==> src/rtl/jk_counter4_pkg.sv <==
// Shared constants for the JK up/down counter and its bench.
//   JK_WIDTH : default counter width
//   JK_ZERO  : all-zeros count value at the default width
//   JK_ONES  : all-ones value at the default width (Qn while Q is cleared)
package jk_counter4_pkg;

    localparam int JK_WIDTH = 4;

    localparam logic [JK_WIDTH-1:0] JK_ZERO = '0;
    localparam logic [JK_WIDTH-1:0] JK_ONES = '1;

    // Classic JK next-state equation, shared so every cell reads the same way.
    function automatic logic jk_next(input logic q, input logic j, input logic k);
        return (j & ~q) | (~k & q);
    endfunction

endpackage

==> src/rtl/jk_counter4_jk_cell.sv <==
// Single-bit JK flip-flop with synchronous active-low clear.
//   CLK : clock, state changes on rising edge
//   CLR : synchronous clear, active low (Q -> 0)
//   J,K : excitation inputs (00 hold, 01 reset, 10 set, 11 toggle)
//   Q   : stored bit
//   Qn  : complement of Q
module jk_cell
    import jk_counter4_pkg::*;
(
    input  logic CLK,
    input  logic CLR,
    input  logic J,
    input  logic K,
    output logic Q,
    output logic Qn
);

    logic bit_q;
    logic bit_d;

    always_comb begin
        bit_d = jk_next(bit_q, J, K);
    end

    always_ff @(posedge CLK) begin
        if (!CLR) begin
            bit_q <= 1'b0;
        end else begin
            bit_q <= bit_d;
        end
    end

    assign Q  = bit_q;
    assign Qn = ~bit_q;

endmodule

==> src/rtl/jk_counter4.sv <==
// Modulo up/down counter built from JK flip-flops.
//   CLK  : clock
//   CLR  : synchronous clear, active low (highest priority)
//   EN   : count enable
//   UP   : direction, 1 = up, 0 = down
//   LOAD : synchronous parallel load of D (clamped to MOD), beats EN
//   D    : load value
//   Terminal value input (port MOD): count range is 0..MOD
//   Q    : registered count
//   Qn   : bitwise complement of Q
//   RCO  : combinational terminal-count flag for the current count direction
module jk_counter4
    import jk_counter4_pkg::*;
#(
    parameter int WIDTH = JK_WIDTH
) (
    input  logic             CLK,
    input  logic             CLR,
    input  logic             EN,
    input  logic             UP,
    input  logic             LOAD,
    input  logic [WIDTH-1:0] D,
    input  logic [WIDTH-1:0] MOD,
    output logic [WIDTH-1:0] Q,
    output logic [WIDTH-1:0] Qn,
    output logic             RCO
);

    logic [WIDTH-1:0] count;
    logic [WIDTH-1:0] d_sel;
    logic [WIDTH-1:0] count_target;
    logic [WIDTH-1:0] toggle;
    logic [WIDTH-1:0] j_vec;
    logic [WIDTH-1:0] k_vec;

    // Load value is clamped so a load can never place Q outside 0..MOD.
    always_comb begin
        d_sel = (D > MOD) ? MOD : D;
    end

    // Next count value. A count that sits above MOD (MOD lowered under it)
    // is pulled back into range: up -> 0, down -> MOD.
    always_comb begin
        count_target = count;
        if (UP) begin
            if (count < MOD) begin
                count_target = count + WIDTH'(1);
            end else begin
                count_target = '0;
            end
        end else begin
            if (count > MOD || count == '0) begin
                count_target = MOD;
            end else begin
                count_target = count - WIDTH'(1);
            end
        end
    end

    // Bits that must flip to reach the target become J=K=1 (toggle).
    always_comb begin
        toggle = count ^ count_target;
    end

    always_comb begin
        j_vec = '0;
        k_vec = '0;
        if (LOAD) begin
            j_vec = d_sel;
            k_vec = ~d_sel;
        end else if (EN) begin
            j_vec = toggle;
            k_vec = toggle;
        end
    end

    generate
        for (genvar gi = 0; gi < WIDTH; gi++) begin : g_cell
            jk_cell u_cell (
                .CLK (CLK),
                .CLR (CLR),
                .J   (j_vec[gi]),
                .K   (k_vec[gi]),
                .Q   (count[gi]),
                .Qn  (Qn[gi])
            );
        end
    endgenerate

    assign Q = count;

    always_comb begin
        RCO = 1'b0;
        if (CLR && !LOAD && EN) begin
            RCO = UP ? (count == MOD) : (count == '0);
        end
    end

endmodule

==> config.mk <==
export PLATFORM = sky130hd
export DESIGN_NAME = jk_counter4
export DESIGN_NICKNAME = d
export VERILOG_FILES = /design/src/rtl/jk_counter4_pkg.sv /design/src/rtl/jk_counter4_jk_cell.sv /design/src/rtl/jk_counter4.sv
export SDC_FILE = /design/constraint.sdc
export NUM_CORES = 1
export LEC_CHECK = 0
export ABC_AREA = 1
export BUFFER_PORTS_ARGS = -buffer_cell sky130_fd_sc_hd__buf_2
export CAP_MARGIN = 20
export CORE_MARGIN = 2
export CORE_UTILIZATION = 45
export DETAILED_ROUTE_END_ITERATION = 12
export MAX_ROUTING_LAYER = met4
export PLACE_DENSITY_LB_ADDON = 0.25
export SYNTH_ARGS = -nofsm -noshare
export SYNTH_HDL_FRONTEND = slang
export SYNTH_SLANG_ARGS = --single-unit
==> constraint.sdc <==
create_clock -name CLK -period 3.4 [get_ports CLK]
set_clock_uncertainty 0.05 [all_clocks]
set_input_delay 0.34 -clock CLK [delete_from_list [all_inputs] [get_ports CLK]]
set_output_delay 0.34 -clock CLK [all_outputs]
set_load 0.01 [all_outputs]
======== Word-level counts from Yosys, hierarchy flattened ========
Cells that the tools add are included.
operators by class
  add/sub/neg operators ................... 2
  order comparisons ....................... 3
  equality and inequality tests ........... 1
  multiplexer cells ....................... 9
  bitwise logic cells ..................... 22
  reduce and logical (&&, ||, !) cells .... 5
operators by type and width
  kind                 number
  $mux 4               7
  $and 1x1->1          8
  $gt 4x4->1           2
  $not 1->1            8
  $add 4x1->4 const B  1
  $eq 4x4->1           1
  $logic_not 4->1      1
  $lt 4x4->1           1
  $not 4->4            1
  $or 1x1->1           4
  $sub 4x1->4 const B  1
  $xor 4x4->4          1
  $logic_and 1x1->1    2
  $mux 1               2
  $logic_not 1->1      1
  $logic_or 1x1->1     1
storage, ports and cells
  bits in registers ....................... 4
  bits of input ports ..................... 13
  output and inout bits ................... 9

======== Depth between registers and ports, before layout ========
Gate-level depths: netlist of the first run.
  word-level depth ........................ 10
  mapped depth ............................ 16
  gate-level depth less buffers ........... 16

======== Modules after synthesis ========
Synthesis of the first run repeated with hierarchy kept, for this count alone.
unflattened totals
  cell total of the unflattened synthesis .. 133
  area, all modules ....................... 802.0 sq um
by module, submodules not included
  module       instances  cells each  area an instance (sq um)  seq. area each (sq um)
  jk_counter4  1          109         646.9                     0.0
  jk_cell      4          6           38.8                      20.0

======== Worst setup path before layout of the first run ========
Ideal clock, no wire load.
  kind .................................... input-to-reg
  start point ............................. input port MOD[3]
  end point ............................... register g_cell[1].u_cell.bit_q
  library setup time ...................... 0.122 ns
  data arrival time ....................... 1.479 ns
  data required time ...................... 3.228 ns
  path slack .............................. 1.749 ns
  cell stages on the path ................. 12
  buffers on the path ..................... 0
  cells stage by stage .................... inv_1 > ha_1 > nand2_2 > clkinv_2 > nand2_2 > nand2_2 > nand2_4 > nand2_4 > o21ai_0 > a21oi_1 > o21ai_0 > a21oi_1
between the ends
  word-level cells in the longest chain between the ends .. 10
  elaborated cells on any way between the ends .. 17
  classes of those cells .................. 3 x order compare; 7 x mux; 6 x bitwise; 1 x reduce/logical
ends and longest elaborated chain
  what                  RTL line                   RTL
  from (decl)           jk_counter4.sv:23          input logic [WIDTH-1:0] MOD,
  $gt 4x4->1            jk_counter4.sv:52          if (count > MOD || count == '0) begin
  $logic_or 1x1->1      jk_counter4.sv:52
  $mux 4                jk_counter4.sv:52
  $mux 4                jk_counter4.sv:45          if (UP) begin
  $xor 4x4->4           jk_counter4.sv:62          toggle = count ^ count_target;
  $mux 4                jk_counter4.sv:71          end else if (EN) begin
  $mux 4                jk_counter4.sv:68          if (LOAD) begin
  $not 1->1             jk_counter4_pkg.sv:14      return (j & ~q) | (~k & q);
  $and 1x1->1           jk_counter4_pkg.sv:14
  $or 1x1->1 *          jk_counter4_pkg.sv:14
  to (signal assigned)  jk_counter4_jk_cell.sv:29  bit_q <= bit_d;
  to (decl)             jk_counter4_jk_cell.sv:18  logic bit_q;
Mark *: on every way between the ends. The rest lies on a longest branch, timed or not.
A chain may end at the register's enable or synchronous reset.

======== Worst setup path in the final report of the first run ========
  start point ............................. register g_cell[0].u_cell.bit_q
  end point ............................... output port RCO
between the ends
  word-level cells in the longest chain between the ends .. 3
  elaborated cells on any way between the ends .. 4
  classes of those cells .................. 1 x eq/ne; 2 x mux; 1 x reduce/logical
ends and longest elaborated chain
  what                                                  RTL line                   RTL
  from (decl)                                           jk_counter4_jk_cell.sv:18
  from (signal assigned)                                jk_counter4_jk_cell.sv:29
  $eq 4x4->1 / $logic_not 4->1 (equally long branches)  jk_counter4.sv:95          RCO = UP ? (count == MOD) : (count == '0);
  $mux 1 *                                              jk_counter4.sv:95
  $mux 1 *                                              jk_counter4.sv:94          if (CLR && !LOAD && EN) begin
  to (decl)                                             jk_counter4.sv:26          output logic RCO
Marked as above.

==> run metrics, run 1 <==
Largest register FFs 4; Core Box Area 1524 um2; largest family of logic cells by synthesized area simple AND/OR/NAND/NOR gates; Crit Path Class reg2out; crit-path leading delay family flip-flops; Synth top area share 0.1704; Synth Area in Compound Gates 0.2027; Post-CTS Setup Inserts 0; Synth cell types 23; period utilization 0.5737; combinational power share 0.550; Routed wire per std cell 11.86 um; initial antenna violation count 0; r2r worst-path depth 11; r2r setup slk 1.59 ns; CTS root buf clkbuf_4; clock sinks 4; share of layout cells above drive strength 1 0.3200; Starting Density 0.4819; CP Max Fanout 5; Worst Tran Pin Value 0.2522 ns; XOR/XNOR share of the synthesized area 0.02385; Avg Inst Size Synth 6.677 um2; Worst slew margin 0.8316; Final WS setup 1.449 ns; crit path time final 1.951 ns; Clock Power Share 0.223; Synth Register Bits 4; YS warnings 0; adder-cell share of the synthesized area 0.1704; Reg-to-Reg End g_cell[2].u_cell.Q; pwr/cell area 318.9 nW/um2; Post-DRT Antenna Nets 0; Int Power 147.3 uW; drt pass-1 iters 4; Post-Syn Area 734.5 um2; CP required 3.01 ns; hold_buf cts 0; status complete, no violations; most frequent cells in the layout 22 x nand2_1, 21 x buf_2, 17 x inv_1, 10 x a21oi_1, 10 x ha_1; DP Worst Slack 1.495 ns; most common cell after layout, fill and taps aside nand2_1; Area growth syn-to-layout 11.24%; CP Depth 7; HPWL Detailed 1418 um; Total GRT Usage 0.1929; RSZ-0062 raised after global routing no; Worst R2R Start g_cell[2].u_cell.Q; drc violations 0; cell taking the most area after synthesis ha_1; Post-Synth Simple-Gate Area 0.3066; Layout fillers 169; worst setup path end RCO; Final Max Tran Viols 0; Skew-Pair Late Insertion Delay 0.23 ns; register area share after synthesis 0.1090; Fmax 512.7 MHz; Final nets 150; vias in the first global route 655; Switch Pwr 113.2 uW; DRT iter0 DRCs 19; crit-path cells inv_1, ha_1, nand3_4, nand2_2, nand4_1, a21oi_1, buf_2; Post-Syn Instances 110; Max-cap violations 0; Clock Tree Buf Depth 2; global placer's final weighted congestion 0.8655; ANT cells 0; H-tree lvl count 1; FP Rows 14; CTS tree done; Post-Syn Nets 133; worst min path class in2reg; Pleak 0.0004503 uW; setup TNS 0 ns; post-CTS sizing 0; total wire length 1672 um; type of origin of the critical path register; DIE WIDTH 44.40 um; switching share of power 0.4346; synth top area cells ha_1 17%, nand2_1 11%, dfxtp_1 11%; Final Hold Fails 0; I/O Buffers 21; share of power burned in registers 0.226; Critical Path AT 1.56 ns; post-synthesis mux area share 0; Die Span Y 44.40 um; critical path's slowest cell dfxtp_1; Critical Path Max Stage Delay 0.34 ns; Num CTS Buffers 3; worst path buffer plus inverter count 2; num ports 22; Clk pin slew, worst setup/hold paths 0.03 ns; largest net degree at the start of global routing 9; total grt overflow 0; crit path from g_cell[0].u_cell.Q; Worst setup EP type output port; post-DR vias/cell 5.234; final setup violation count 0; area of the die 1971 um2; first-pass GRT wire length 2691 um; routed via count 738; Max IR drop VDD 0.0001815 V
-- synth_stat cells (all sizes together) --
master  number
inv         18
nand3        9
nand4        1
xnor2        1
xor2         1
dfxtp        4
o211ai       4
a31oi        1
nand2       29
nor3         1
a21oi       12
o21ai        9
ha          10
buf          9
clkinv       1
-- cell type report --
type,count,area (um2),share of cell area
Sequential cell,4,80.08,0.09801
Clock buffer,3,22.52,0.02757
Timing Repair Buffer,21,105.1,0.1286
Inverter,19,72.57,0.08882
Tap cell,16,20.02,0.02450
Multi-Input combinational cell,78,516.7,0.6325
-- metal layers --
layer  wire length [um]  GRT usage  up-vias
li1                   -          -      386
met1                729     0.2094      330
met2                846     0.3500       22
met3                 95    0.02857        0
met4                  0    0.07273        0
met5                  0          -        -
-- worst min-delay path, cell delays in order --
cell,delay (ns)
buf_2,0.12
nand2_1,0.06
a21oi_1,0.04
-- power by group through the flow --
stage / Sequential [uW] / Combinational, uW / Clock (uW)
floorplan: 57.7 / 119 / 0
detailed placement: 59.7 / 143 / 0
CTS: 59.0 / 144 / 60.7
global placement: 59.7 / 141 / 0
global route: 59.6 / 162 / 64.3
finish: 58.9 / 143 / 58.2
-- cells by family (layout without fill, tap and decap cells) --
logic type	after synthesis	count (layout)
AOI/OAI and AO/OA	26	26
adders and majority gates	10	10
xor gates and xnor gates	2	2
buffers and inverters	28	43
DFF	4	4
and+or+nand+nor	40	40
-- per-stage QoR --
step,instances,cell area [um2],utilization,hold slack (ns),power [uW]
after floorplan,110,734.5,-,0.4135,176.9
after global placement,138,794.5,0.5213,0.4686,200.7
after detailed placement,138,794.5,0.5213,0.4652,203.2
after CTS,141,817.0,0.5361,0.3191,263.8
after global routing,141,817.0,0.5361,0.3373,285.4
final,141,817.0,0.5361,0.3315,260.5
-- how the worst min path moves through the flow --
stage                             from                  to  slack (ns)  cells past startpoint
floorplan                          CLR  g_cell[0].u_cell.Q        0.41                      2
global placement    g_cell[0].u_cell.Q  g_cell[0].u_cell.Q        0.47                      2
detailed placement  g_cell[0].u_cell.Q  g_cell[0].u_cell.Q        0.47                      2
CTS                                CLR  g_cell[0].u_cell.Q        0.32                      3
global route                       CLR  g_cell[0].u_cell.Q        0.34                      3
finish                             CLR  g_cell[0].u_cell.Q        0.33                      3
No activity file was read; power rests on OpenSTA's default activity.
==> run 2, diff against run 1 <==
- clock period: 3.4 -> 1.7 ns (I/O delays scaled with it)
==> run 2 against run 1 <==
Against the previous run:
- design area increased by 25%
- count of clock-buffer cells in the layout unchanged
- largest power group unchanged
- cell count increased by 11%
==> run metrics, run 2 (synthesis gave the netlist of run 1 again) <==
Int Power 365.9 uW (+150%); most frequent cells in the layout 21 x nand2_1, 21 x buf_2, 15 x inv_1, 14 x buf_4, 10 x a21oi_1; Routed wire per std cell 11.88 um (+0.22%); global placer's final weighted congestion 0.8993 (+3.9%); share of layout cells above drive strength 1 0.4786 (+0.1586); num ports 22 (unchanged); Final Max Tran Viols 0 (unchanged); CP required 1.48 ns (-1.53 ns); DIE WIDTH 44.40 um (unchanged); Worst Tran Pin Value 0.1930 ns (-0.05920 ns); hold_buf cts 0 (unchanged); r2r worst-path depth 10 (-1); CTS tree done; Clk pin slew, worst setup/hold paths 0.04 ns (about the same); routed via count 807 (+9.3%); ANT cells 0 (unchanged); pwr/cell area 613.9 nW/um2 (+93%); H-tree lvl count 1 (unchanged); Critical Path AT 1.44 ns (-0.12 ns); Fmax 601.0 MHz; combinational power share 0.626 (+0.076); area of the die 1971 um2 (unchanged); worst min path class in2reg; critical path's slowest cell dfxtp_4; total grt overflow 0 (unchanged); Starting Density 0.4819 (unchanged); I/O Buffers 21 (unchanged); initial antenna violation count 0 (unchanged); drt pass-1 iters 4 (unchanged); FP Rows 14 (unchanged); drc violations 0 (unchanged); vias in the first global route 745 (+14%); CP Max Fanout 3 (-2); final setup violation count 0 (unchanged); HPWL Detailed 1486 um (+4.8%); Worst slew margin 0.8700 (+0.03833); total wire length 1854 um (+11%); setup TNS 0 ns (unchanged); clock sinks 4 (unchanged); routing usage on met1 0.2327 (+0.02331); Max IR drop VDD 0.0003684 V (+100%); crit path time final 1.664 ns; met2 usage 0.3735 (+0.02353); Critical Path Max Stage Delay 0.35 ns (about the same); met3 usage 0.02857 (unchanged); Post-DRT Antenna Nets 0 (unchanged); Final WS setup 0.03612 ns (-1.413 ns); Final Hold Fails 0 (unchanged); Core Box Area 1524 um2 (unchanged); Max-cap violations 0 (unchanged); DRT iter0 DRCs 16 (-3); Clock Tree Buf Depth 2 (unchanged); r2r setup slk 0.07 ns (-1.52 ns); CTS root buf clkbuf_4; Reg-to-Reg End g_cell[1].u_cell.Q; largest net degree at the start of global routing 9 (unchanged); Crit Path Class reg2out; Skew-Pair Late Insertion Delay 0.24 ns (about the same); Worst setup EP type output port; post-DR vias/cell 5.173 (-1.2%); worst setup path end RCO; switching share of power 0.4183 (-0.01623); Largest register FFs 4 (unchanged); type of origin of the critical path register; Num CTS Buffers 3 (unchanged); first-pass GRT wire length 2953 um (+9.7%); crit-path cells buf_6, inv_4, ha_4, nand3_4, nand2_2, nand4_1, a21oi_1, buf_2; Pleak 0.0005359 uW (+19%); Final nets 165 (+10%); period utilization 0.9788; RSZ-0062 raised after global routing yes; DP Worst Slack -0.02604 ns (-1.521 ns); Area growth syn-to-layout 39.52%; share of power burned in registers 0.186 (-0.040); Clock Power Share 0.188 (-0.035); Worst R2R Start g_cell[3].u_cell.Q; Total GRT Usage 0.2114 (+0.01853); Die Span Y 44.40 um (unchanged); GRT Max-Usage Layer met2; crit path from g_cell[1].u_cell.Q; Switch Pwr 263.2 uW (+130%); status complete, no violations
==> run 2: changes by cell type in the layout (fill, tap and decap cells not counted), moves of 2 or more <==
cell     before  now
buf_4         0   14
dfxtp_1       4    0
ha_1         10    6
ha_4          0    4
dfxtp_2       0    3
inv_4         0    3
o21ai_0       8    5
o21ai_1       1    4
inv_1        17   15
==> run 2: power by group through the flow <==
stage / Clock [uW] / Combinational [uW] / Sequential [uW]
final: 118 / 394 / 117
after global routing: 132 / 437 / 118
after CTS: 124 / 338 / 112
after detailed placement: 0 / 324 / 112
after global placement: 0 / 318 / 112
after floorplan: 0 / 238 / 115
==> run 2: worst min path at each step <==
stage | start | endpoint | cells past startpoint
4_1_cts | CLR | g_cell[0].u_cell.Q | 3
5_1_grt | CLR | g_cell[0].u_cell.Q | 3
3_3_place_gp | CLR | g_cell[0].u_cell.Q | 3
2_1_floorplan | CLR | g_cell[0].u_cell.Q | 2
3_5_place_dp | CLR | g_cell[0].u_cell.Q | 3
6_report | CLR | g_cell[0].u_cell.Q | 3
==> run 2: layout make-up <==
class                      count  area (um2)
clock buffer                   3       22.52
tap                           16       20.02
fill                         136       499.2
timing repair buffer          36       221.5
multi-input combinational     78       594.3
inverter                      19       78.83
sequential                     4       87.58
==> run 2: critical path: cells and delay by family, from the launching register on <==
kind	cells	cell delay, ns
flops	1	0.35
buf+inv	3	0.33
simple gates	3	0.25
fa+ha+maj	1	0.14
compound gates	1	0.13
==> run 2: through the flow <==
step / area (um2) / power (uW) / std cells / util / hold WS, ns
floorplan: 734.5 / 353.9 / 110 / - / 0.2435
global placement: 869.6 / 429.6 / 148 / 0.5706 / 0.3939
detailed placement: 869.6 / 435.6 / 148 / 0.5706 / 0.4018
CTS: 917.1 / 574.5 / 151 / 0.6018 / 0.1554
global route: 1025 / 687.2 / 156 / 0.6724 / 0.1590
finish: 1025 / 629.1 / 156 / 0.6724 / 0.1486
==> run 2: metal layers <==
metal,vias to the layer above,share of wire
met1,354,0.43
li1,420,-
met3,4,0.049
met5,-,0
met4,0,0.012
met2,29,0.50
==> run 2: what timing repair did <==
action                     in CTS  in global routing
gates resized for setup         6                 18
pin swaps                       0                  3
setup buffers                   0                  5
setup endpoints to repair       4                  4
